===== src/rtl/if_id_buffer.sv =====
// IF/ID pipeline buffer: a 2-entry skid FIFO of {pc, instruction} pairs between fetch and decode.
// The head entry is presented to decode with its MIPS-style fields already split out.
module if_id_buffer #(
   parameter int          PC_W      = 32,
   parameter logic [31:0] NOP_INSTR = 32'h0000_0000
) (
   input  logic            clock,
   input  logic            reset,
   input  logic            if_valid,
   output logic            if_ready,
   input  logic [PC_W-1:0] if_pc,
   input  logic [31:0]     if_instr,
   input  logic            flush,
   input  logic            id_ready,
   output logic            id_valid,
   output logic [PC_W-1:0] id_pc,
   output logic [31:0]     id_instr,
   output logic [5:0]      id_opcode,
   output logic [4:0]      id_rs,
   output logic [4:0]      id_rt,
   output logic [4:0]      id_rd,
   output logic [4:0]      id_shamt,
   output logic [5:0]      id_funct,
   output logic [31:0]     id_imm_sext,
   output logic [PC_W-1:0] id_jtarget,
   output logic            id_is_rtype,
   output logic [1:0]      count
);

   logic [1:0]      count_q, count_d;
   logic            wr_ptr_q, wr_ptr_d;
   logic            rd_ptr_q, rd_ptr_d;
   logic [PC_W-1:0] pc_mem_q    [2];
   logic [31:0]     instr_mem_q [2];

   logic push;
   logic pop;

   assign if_ready = (count_q < 2'd2);
   assign id_valid = (count_q != 2'd0);
   assign count    = count_q;

   assign push = if_valid & if_ready & ~flush;
   assign pop  = id_valid & id_ready & ~flush;

   always_comb begin
      count_d  = count_q;
      wr_ptr_d = wr_ptr_q;
      rd_ptr_d = rd_ptr_q;
      if (flush) begin
         count_d  = 2'd0;
         wr_ptr_d = 1'b0;
         rd_ptr_d = 1'b0;
      end else begin
         case ({push, pop})
            2'b11: begin
               wr_ptr_d = ~wr_ptr_q;
               rd_ptr_d = ~rd_ptr_q;
            end
            2'b10: begin
               wr_ptr_d = ~wr_ptr_q;
               count_d  = count_q + 2'd1;
            end
            2'b01: begin
               rd_ptr_d = ~rd_ptr_q;
               count_d  = count_q - 2'd1;
            end
            default: ;
         endcase
      end
   end

   always_ff @(posedge clock or negedge reset) begin
      if (!reset) begin
         count_q  <= 2'd0;
         wr_ptr_q <= 1'b0;
         rd_ptr_q <= 1'b0;
      end else begin
         count_q  <= count_d;
         wr_ptr_q <= wr_ptr_d;
         rd_ptr_q <= rd_ptr_d;
      end
   end

   // Storage needs no reset: the head is masked whenever the buffer is empty.
   always_ff @(posedge clock) begin
      if (push) begin
         pc_mem_q[wr_ptr_q]    <= if_pc;
         instr_mem_q[wr_ptr_q] <= if_instr;
      end
   end

   assign id_pc    = id_valid ? pc_mem_q[rd_ptr_q]    : '0;
   assign id_instr = id_valid ? instr_mem_q[rd_ptr_q] : NOP_INSTR;

   assign id_opcode   = id_instr[31:26];
   assign id_rs       = id_instr[25:21];
   assign id_rt       = id_instr[20:16];
   assign id_rd       = id_instr[15:11];
   assign id_shamt    = id_instr[10:6];
   assign id_funct    = id_instr[5:0];
   assign id_imm_sext = {{16{id_instr[15]}}, id_instr[15:0]};
   assign id_is_rtype = id_valid & (id_opcode == 6'd0);

   // Upper bits of pc+4: a carry reaches bit 28 only when pc[27:2] is all ones.
   logic [PC_W-29:0] pc_hi;
   assign pc_hi      = id_pc[PC_W-1:28] + (PC_W-28)'(&id_pc[27:2]);
   assign id_jtarget = {pc_hi, id_instr[25:0], 2'b00};

endmodule

===== config.mk =====
export PLATFORM = sky130hd
export DESIGN_NAME = if_id_buffer
export DESIGN_NICKNAME = d
export VERILOG_FILES = /design/src/rtl/if_id_buffer.sv
export SDC_FILE = /design/constraint.sdc
export NUM_CORES = 1
export LEC_CHECK = 0
export CAP_MARGIN = 25
export CORE_MARGIN = 2
export CORE_UTILIZATION = 44
export DETAILED_ROUTE_END_ITERATION = 6
export PLACE_DENSITY = 0.83
export SLEW_MARGIN = 20
export SYNTH_ARGS = -nofsm -noshare
export SYNTH_HDL_FRONTEND = slang
export SYNTH_SLANG_ARGS = --single-unit

===== constraint.sdc =====
create_clock -name clock -period 6.52 [get_ports clock]
set_clock_uncertainty 0.15 [all_clocks]
set_input_delay 1.304 -clock clock [delete_from_list [all_inputs] [get_ports clock]]
set_output_delay 1.304 -clock clock [all_outputs]
set_load 0.1 [all_outputs]

==> results of run 1 <==
==> cells by family (layout without fill, tap and decap cells) <==
family	Yosys count	after routing	share of synthesized area
AO/OA/AOI/OAI	5	5	0.004633
XOR/XNOR	4	4	0.005900
adder cells (fa/ha/maj)	2	2	0.004213
buffers and inverters	110	273	0.1403
flip-flops	132	132	0.6640
multiplexers	65	65	0.1095
other	1	2	0.0006314
AND/OR/NAND/NOR	95	95	0.07078
==> layout make-up <==
type	instances	area share
clock buffer	21	0.05282
clock inverter	11	0.01621
inverter	2	0.0009004
multi-input combinational	173	0.1453
sequential	132	0.4734
tap	176	0.02641
timing repair buffer	239	0.2850
==> worst min path at each step <==
stage	startpoint	end	slack, ns	cells past startpoint
after floorplan	wr_ptr_q$_DFFE_PN0P_	wr_ptr_q$_DFFE_PN0P_	0.39	2
after global placement	wr_ptr_q$_DFFE_PN0P_	wr_ptr_q$_DFFE_PN0P_	0.45	2
after detailed placement	count[0]$_DFFE_PN0P_	count[0]$_DFFE_PN0P_	0.49	2
after CTS	count[0]$_DFFE_PN0P_	count[0]$_DFFE_PN0P_	0.50	2
after global routing	count[0]$_DFFE_PN0P_	count[0]$_DFFE_PN0P_	0.53	2
final	count[0]$_DFFE_PN0P_	count[0]$_DFFE_PN0P_	0.50	2
==> critical path: cells and delay by family, from the launching register on <==
kind	cells	cell delay, ns
adders and majority gates	2	0.42
xor gates and xnor gates	1	0.15
DFF	1	0.91
buffers and inverters	1	1.15
and+or+nand+nor	3	0.66
muxes	1	0.25
==> cells in the final DEF, fill, tap and decap left out, types with 3 or more instances in the layout <==
cell / Yosys / layout
sky130_fd_sc_hd__clkinvlp_4: 0 / 3
sky130_fd_sc_hd__xor2_1: 3 / 3
sky130_fd_sc_hd__dfrtp_1: 4 / 3
sky130_fd_sc_hd__edfxtp_1: 128 / 128
sky130_fd_sc_hd__clkbuf_16: 0 / 17
sky130_fd_sc_hd__nor2_2: 1 / 7
sky130_fd_sc_hd__a21oi_1: 3 / 3
sky130_fd_sc_hd__nand4_1: 4 / 4
sky130_fd_sc_hd__mux2i_1: 65 / 65
sky130_fd_sc_hd__nand2_1: 3 / 3
sky130_fd_sc_hd__nor3_1: 11 / 10
sky130_fd_sc_hd__clkbuf_1: 1 / 4
sky130_fd_sc_hd__clkdlybuf4s50_1: 0 / 231
sky130_fd_sc_hd__bufinv_16: 0 / 3
sky130_fd_sc_hd__nor2_1: 67 / 60
sky130_fd_sc_hd__clkinv_2: 0 / 3
sky130_fd_sc_hd__buf_4: 95 / 7
==> through the flow <==
step / setup WS, ns / instance area (um^2) / total power [mW] / utilization
6_report: 1.104 / 8338 / 2.912 / 0.6321
4_1_cts: 1.035 / 8338 / 2.935 / 0.6321
3_5_place_dp: 1.475 / 7762 / 2.012 / 0.5885
3_3_place_gp: 1.505 / 7751 / 2.002 / 0.5876
2_1_floorplan: 0.3868 / 5968 / 1.849 / -
5_1_grt: 0.8823 / 8338 / 2.997 / 0.6321
==> metal layers <==
layer | vias to the layer above | wire [um] | track usage | share of wire
met1 | 1681 | 4623 | 0.1842 | 0.38
met4 | 0 | 233 | 0.06765 | 0.019
li1 | 1690 | - | - | -
met3 | 19 | 971 | 0.05613 | 0.080
met2 | 162 | 6380 | 0.3011 | 0.52
met5 | - | 0 | 0 | 0
==> sequential cells by signal (all words and copies together), names as in the netlist <==
name	count
instr_mem_q	64
pc_mem_q	64
count	2
rd_ptr_q	1
wr_ptr_q	1
==> power by group <==
part	internal (mW)	leakage, nW	switching, mW
Clock	0.596	0.272	0.325
Combinational	0.219	1.29	0.777
Sequential	0.972	1.23	0.0225
Total	1.79	2.79	1.12
==> results.md, run 1 <==
* Delay of the slowest critical-path stage at 1.15 ns
* Root Driver: sky130_fd_sc_hd__clkbuf_16
* Filler cell count in the final layout at 938
* Outcome: completed
* Drt drc at 0
* Launch instance of the worst register-to-register path: count[1]$_DFFE_PN0P_
* CP endpoint kind: primary output
* Clock tree from TritonCTS: done
* Post-cts sizing count at 0
* Number of port buffers at 231
* Number of enable flip-flop cells after synthesis at 128
* Die height at 120.2 um
* R2r endpoint: instr_mem_q[0][5]$_DFFE_PP_
* Last weighted congestion value of the routability-driven placer at 0.7509
* Worst-case clock buffer depth at 2
* Final nets at 636
* Detailed router's first-iteration violation count at 139
* H-tree depth at 4
* Maximum operating frequency at 184.6 MHz
* Startpoint types: flip-flop
* Worst slew pin tran at 1.065 ns
* Setup violation total in the final timing report at 0
* Worst-Skew Late Latency at 0.40 ns
* Count of unique library cells instantiated by Yosys at 29
* Syn Area/Cell at 14.35 um^2
* Dominant cell type by count on the critical path: sky130_fd_sc_hd__ha_1
* Slew margin rel. at 0.2881
* Crit path DAT at 3.96 ns
* Portion of synthesized cell area occupied by the leading cell type at 0.6471
* Top Ports at 234
* Area of the placeable core at 13190 um^2
* Hold Fails Final Rpt at 0
* Critical path data required time at 5.07 ns
* Critical path start-end classification: flip-flop to primary output
* Chip width at 120.2 um
* Clock slew at reported path FFs at 0.05 ns
* Number of global-route vias before repair at 3487
* Hold_buf cts at 0
* Most area-consuming cells after synthesis: sky130_fd_sc_hd__edfxtp_1 (65%), sky130_fd_sc_hd__buf_4 (12%), sky130_fd_sc_hd__mux2i_1 (11%), sky130_fd_sc_hd__nor2_1 (4.2%), sky130_fd_sc_hd__dfrtp_1 (1.7%)
* Crit path max-delay cell type: sky130_fd_sc_hd__clkdlybuf4s50_1
* Synth-to-Final Area Change at 40.38%
* Hold Path Class: flip-flop to flip-flop
* First-pass GRT wire length at 18290 um
* Most common cell in the netlist: sky130_fd_sc_hd__edfxtp_1
* Number of sinks on the clock net at 132
* All-layer global routing usage at 0.1687
* Number of diodes added for antenna fixing at 0
* Post-route ant nets at 0
* Share of the cycle needed by the critical path after routing at 0.8306
* Overflow left after global routing at 0
* Library cell with the largest summed area after synthesis: sky130_fd_sc_hd__edfxtp_1
* Synth async-reset ratio at 0.03030
* Cell-by-cell listing of the critical path: mux2i_1, nor3_1, nand4_1, nor4_2, ha_1, ha_1, xor2_1, clkdlybuf4s50_1
* Number of cells after detailed placement at 722
* Die footprint at 14440 um^2
* Launching instance or port of the critical path: rd_ptr_q$_DFFE_PN0P_
* Post-Layout Cell Count at 754
* Total length of routed wires at 12210 um
* Proportion of synthesized chip area in sequential cells at 0.6640
* Fin Setup TNS at 0 ns
* Synthesized area at 5939 um^2
* Area occupied by multi-input gates at 1211 um^2
* Depth of the worst register-to-register path at 4
* Setup repair after global routing missed its margin: no
* DR pass1 iterations at 4
* Pwr/cell area at 349.2 nW/um^2
* Maximum vdd drop at 0.1624 mV
* Antenna violations before repair at 0
* Largest net degree at the start of global routing at 44
* Vias per cell at 4.711
* Standby leakage power at 2.787 nW
* Fraction of final layout cells sized beyond drive strength 1 at 0.08478
* Synthesis warning total at 0
* Sum of net half-perimeters after detailed placement at 8676 um
* FF/Latch Area at 3948 um^2
* Final worst hold slack at 0.5004 ns
* Row cnt at 42
* Commonest cells in the synthesized netlist: sky130_fd_sc_hd__edfxtp_1 (128), sky130_fd_sc_hd__buf_4 (95), sky130_fd_sc_hd__nor2_1 (67), sky130_fd_sc_hd__mux2i_1 (65), sky130_fd_sc_hd__nor3_1 (11)
* Clock period minus final worst setup slack at 5.416 ns
* Total via count in the routed design at 3552
* Synthesized instance count at 414
* Starting density of the core at 0.4503
* Main flop type after synthesis: sky130_fd_sc_hd__edfxtp_1
* Number of maximum-capacitance constraint violations at 0
* TritonCTS buffer count at 17
* Crit-path max FO at 43
* Routed length per placed instance at 16.19 um
* Critical Path Sink: id_jtarget[30]
* R2R setup slack at 4.13 ns
* Number of register bits inferred by synthesis at 132
* Pins over their slew limit at 0
* # Post-CTS Setup Buffers at 0
No activity file was read; power rests on OpenSTA's default activity.
==> run 2: changes to the inputs <==
Settings changed: CORE_UTILIZATION 44 to 40, PLACE_DENSITY 0.83 to 0.79.
Clock period 6.52 ns to 4.8 ns, I/O delays scaled along.
==> results.md, run 2 (synthesized netlist as in run 1, its figures left out) <==
* Outcome: completed
* Pwr/cell area at 499.4 nW/um^2
* Setup repair after global routing missed its margin: no
* Startpoint types: flip-flop
* Routed length per placed instance at 16.43 um
* Cell-by-cell listing of the critical path: buf_4, mux2i_1, nor2_1, or4_1, nor3_2, buf_4
* Number of global-route vias before repair at 3636
* Detailed router's first-iteration violation count at 137
* Power share of the sequential group at 0.333
* All-layer global routing usage at 0.1564
* R2r endpoint: instr_mem_q[1][16]$_DFFE_PP_
* Row cnt at 44
* Hold_buf cts at 0
* Hold Path Class: flip-flop to flip-flop
* Sw Pwr at 1.555 mW
* Dominant cell type by count on the critical path: sky130_fd_sc_hd__buf_4
* Clock tree from TritonCTS: done
* Starting density of the core at 0.4087
* H-tree depth at 4
* Fraction of power spent switching nets at 0.3828
* Depth of the worst register-to-register path at 4
* Critical path start-end classification: flip-flop to primary output
* Largest net degree at the start of global routing at 65
* Overflow left after global routing at 0
* Most used cells in the layout excluding fill and tap cells: sky130_fd_sc_hd__buf_4 (139), sky130_fd_sc_hd__edfxtp_1 (128), sky130_fd_sc_hd__clkdlybuf4s50_1 (98), sky130_fd_sc_hd__mux2i_1 (65), sky130_fd_sc_hd__nor2_1 (58)
* Fraction of power consumed by combinational cells at 0.328
* Standby leakage power at 3.040 nW
* Top Ports at 234
* Hold path cells at 2
* First-pass GRT wire length at 18910 um
* Setup violation total in the final timing report at 0
* Vias per cell at 4.677
* Chip width at 125.9 um
* TritonCTS buffer count at 17
* Die footprint at 15840 um^2
* R2R setup slack at 2.49 ns
* Post-cts sizing count at 0
* Total length of routed wires at 12500 um
* Internal power of the cells at 2.508 mW
* Number of diodes added for antenna fixing at 0
* Drt drc at 0
* Sum of net half-perimeters after detailed placement at 8647 um
* Number of port buffers at 231
* Synth-to-Final Area Change at 36.99%
* Clock period minus final worst setup slack at 4.332 ns
* Delay of the slowest critical-path stage at 0.90 ns
* Worst slew pin tran at 1.027 ns
* Slew margin rel. at 0.3133
* Area of the placeable core at 14530 um^2
* Hold Fails Final Rpt at 0
* Area occupied by multi-input gates at 1259 um^2
* End point of the worst hold path: count[0]$_DFFE_PN0P_
* Fin Setup TNS at 0 ns
* Worst-case clock buffer depth at 2
* Number of sinks on the clock net at 132
* FF/Latch Area at 3955 um^2
* Crit-path max FO at 41
* Crit path max-delay cell type: sky130_fd_sc_hd__dfrtp_4
* Clock slew at reported path FFs at 0.05 ns
* Total via count in the routed design at 3559
* Final Core Density at 0.5598
* # Post-CTS Setup Buffers at 0
* Post-route ant nets at 0
* Clock power frac at 0.339
* Maximum vdd drop at 0.2561 mV
* Last weighted congestion value of the routability-driven placer at 0.7860
* Fraction of final layout cells sized beyond drive strength 1 at 0.3293
* Worst-Skew Late Latency at 0.41 ns
* Maximum operating frequency at 230.9 MHz
* Die height at 125.9 um
* Pins over their slew limit at 0
* Root Driver: sky130_fd_sc_hd__clkbuf_16
* Filler cell count in the final layout at 1169
* CP endpoint kind: primary output
* Number of maximum-capacitance constraint violations at 0
* Share of the cycle needed by the critical path after routing at 0.9024
* Worst Min Path Start: count[0]$_DFFE_PN0P_
* Most common cell after layout, fill and taps aside: sky130_fd_sc_hd__buf_4
* Launch instance of the worst register-to-register path: count[1]$_DFFE_PN0P_
* Critical path data required time at 3.69 ns
* DR pass1 iterations at 4
* Final nets at 635
* Crit path DAT at 3.22 ns
* Antenna violations before repair at 0
[run 2: how the worst max path moves through the flow]
stage / startpoint / end / slack [ns] / depth (start not counted)
finish: rd_ptr_q$_DFFE_PN0P_ / id_is_rtype / 0.47 / 6
CTS: rd_ptr_q$_DFFE_PN0P_ / id_jtarget[30] / 0.39 / 8
global placement: rd_ptr_q$_DFFE_PN0P_ / id_jtarget[30] / 0.86 / 8
detailed placement: rd_ptr_q$_DFFE_PN0P_ / id_jtarget[30] / 0.85 / 8
global route: rd_ptr_q$_DFFE_PN0P_ / id_jtarget[30] / 0.31 / 8
floorplan: count[1]$_DFFE_PN0P_ / id_jtarget[31] / -0.12 / 9
[run 2: metal layers]
metal	share of wire	GRT usage	vias to the layer above
met5	0	0	-
met4	0.012	0.04848	0
met3	0.076	0.05565	13
met2	0.54	0.2855	153
met1	0.37	0.1701	1711
li1	-	-	1682
[run 2: metrics by stage]
stage / cell area, um^2 / total power, mW / setup slack [ns] / hold WS, ns / instances
5_1_grt: 8137 / 4.191 / 0.3090 / 0.5225 / 761
6_report: 8137 / 4.063 / 0.4684 / 0.4788 / 761
3_3_place_gp: 7496 / 2.704 / 0.8633 / 0.4524 / 729
4_1_cts: 8137 / 4.107 / 0.3853 / 0.4797 / 761
3_5_place_dp: 7496 / 2.713 / 0.8491 / 0.4714 / 729
2_1_floorplan: 6060 / 2.524 / -0.1201 / 0.4328 / 415
[run 2: layout make-up]
cell class / instances / share of cell area
Tap cell: 184 / 0.02829
Sequential cell: 132 / 0.4861
Clock buffer: 19 / 0.05321
Timing Repair Buffer: 238 / 0.2513
Inverter: 2 / 0.0009227
Multi-Input combinational cell: 173 / 0.1547
Clock inverter: 13 / 0.02553
[run 2: worst max-delay path: cells and delay by family, from the launching register on]
kind	cells	cell delay (ns)
DFF	1	0.90
buffers and inverters	2	0.84
and+or+nand+nor	3	0.80
muxes	1	0.24
[run 2: power groups by stage]
stage                     combinational [mW]  clock (mW)  sequential [mW]
after floorplan                         1.16           0             1.36
after global placement                  1.33           0             1.37
after detailed placement                1.34           0             1.38
after CTS                               1.34        1.41             1.35
after global routing                    1.37        1.47             1.36
final                                   1.33        1.38             1.35
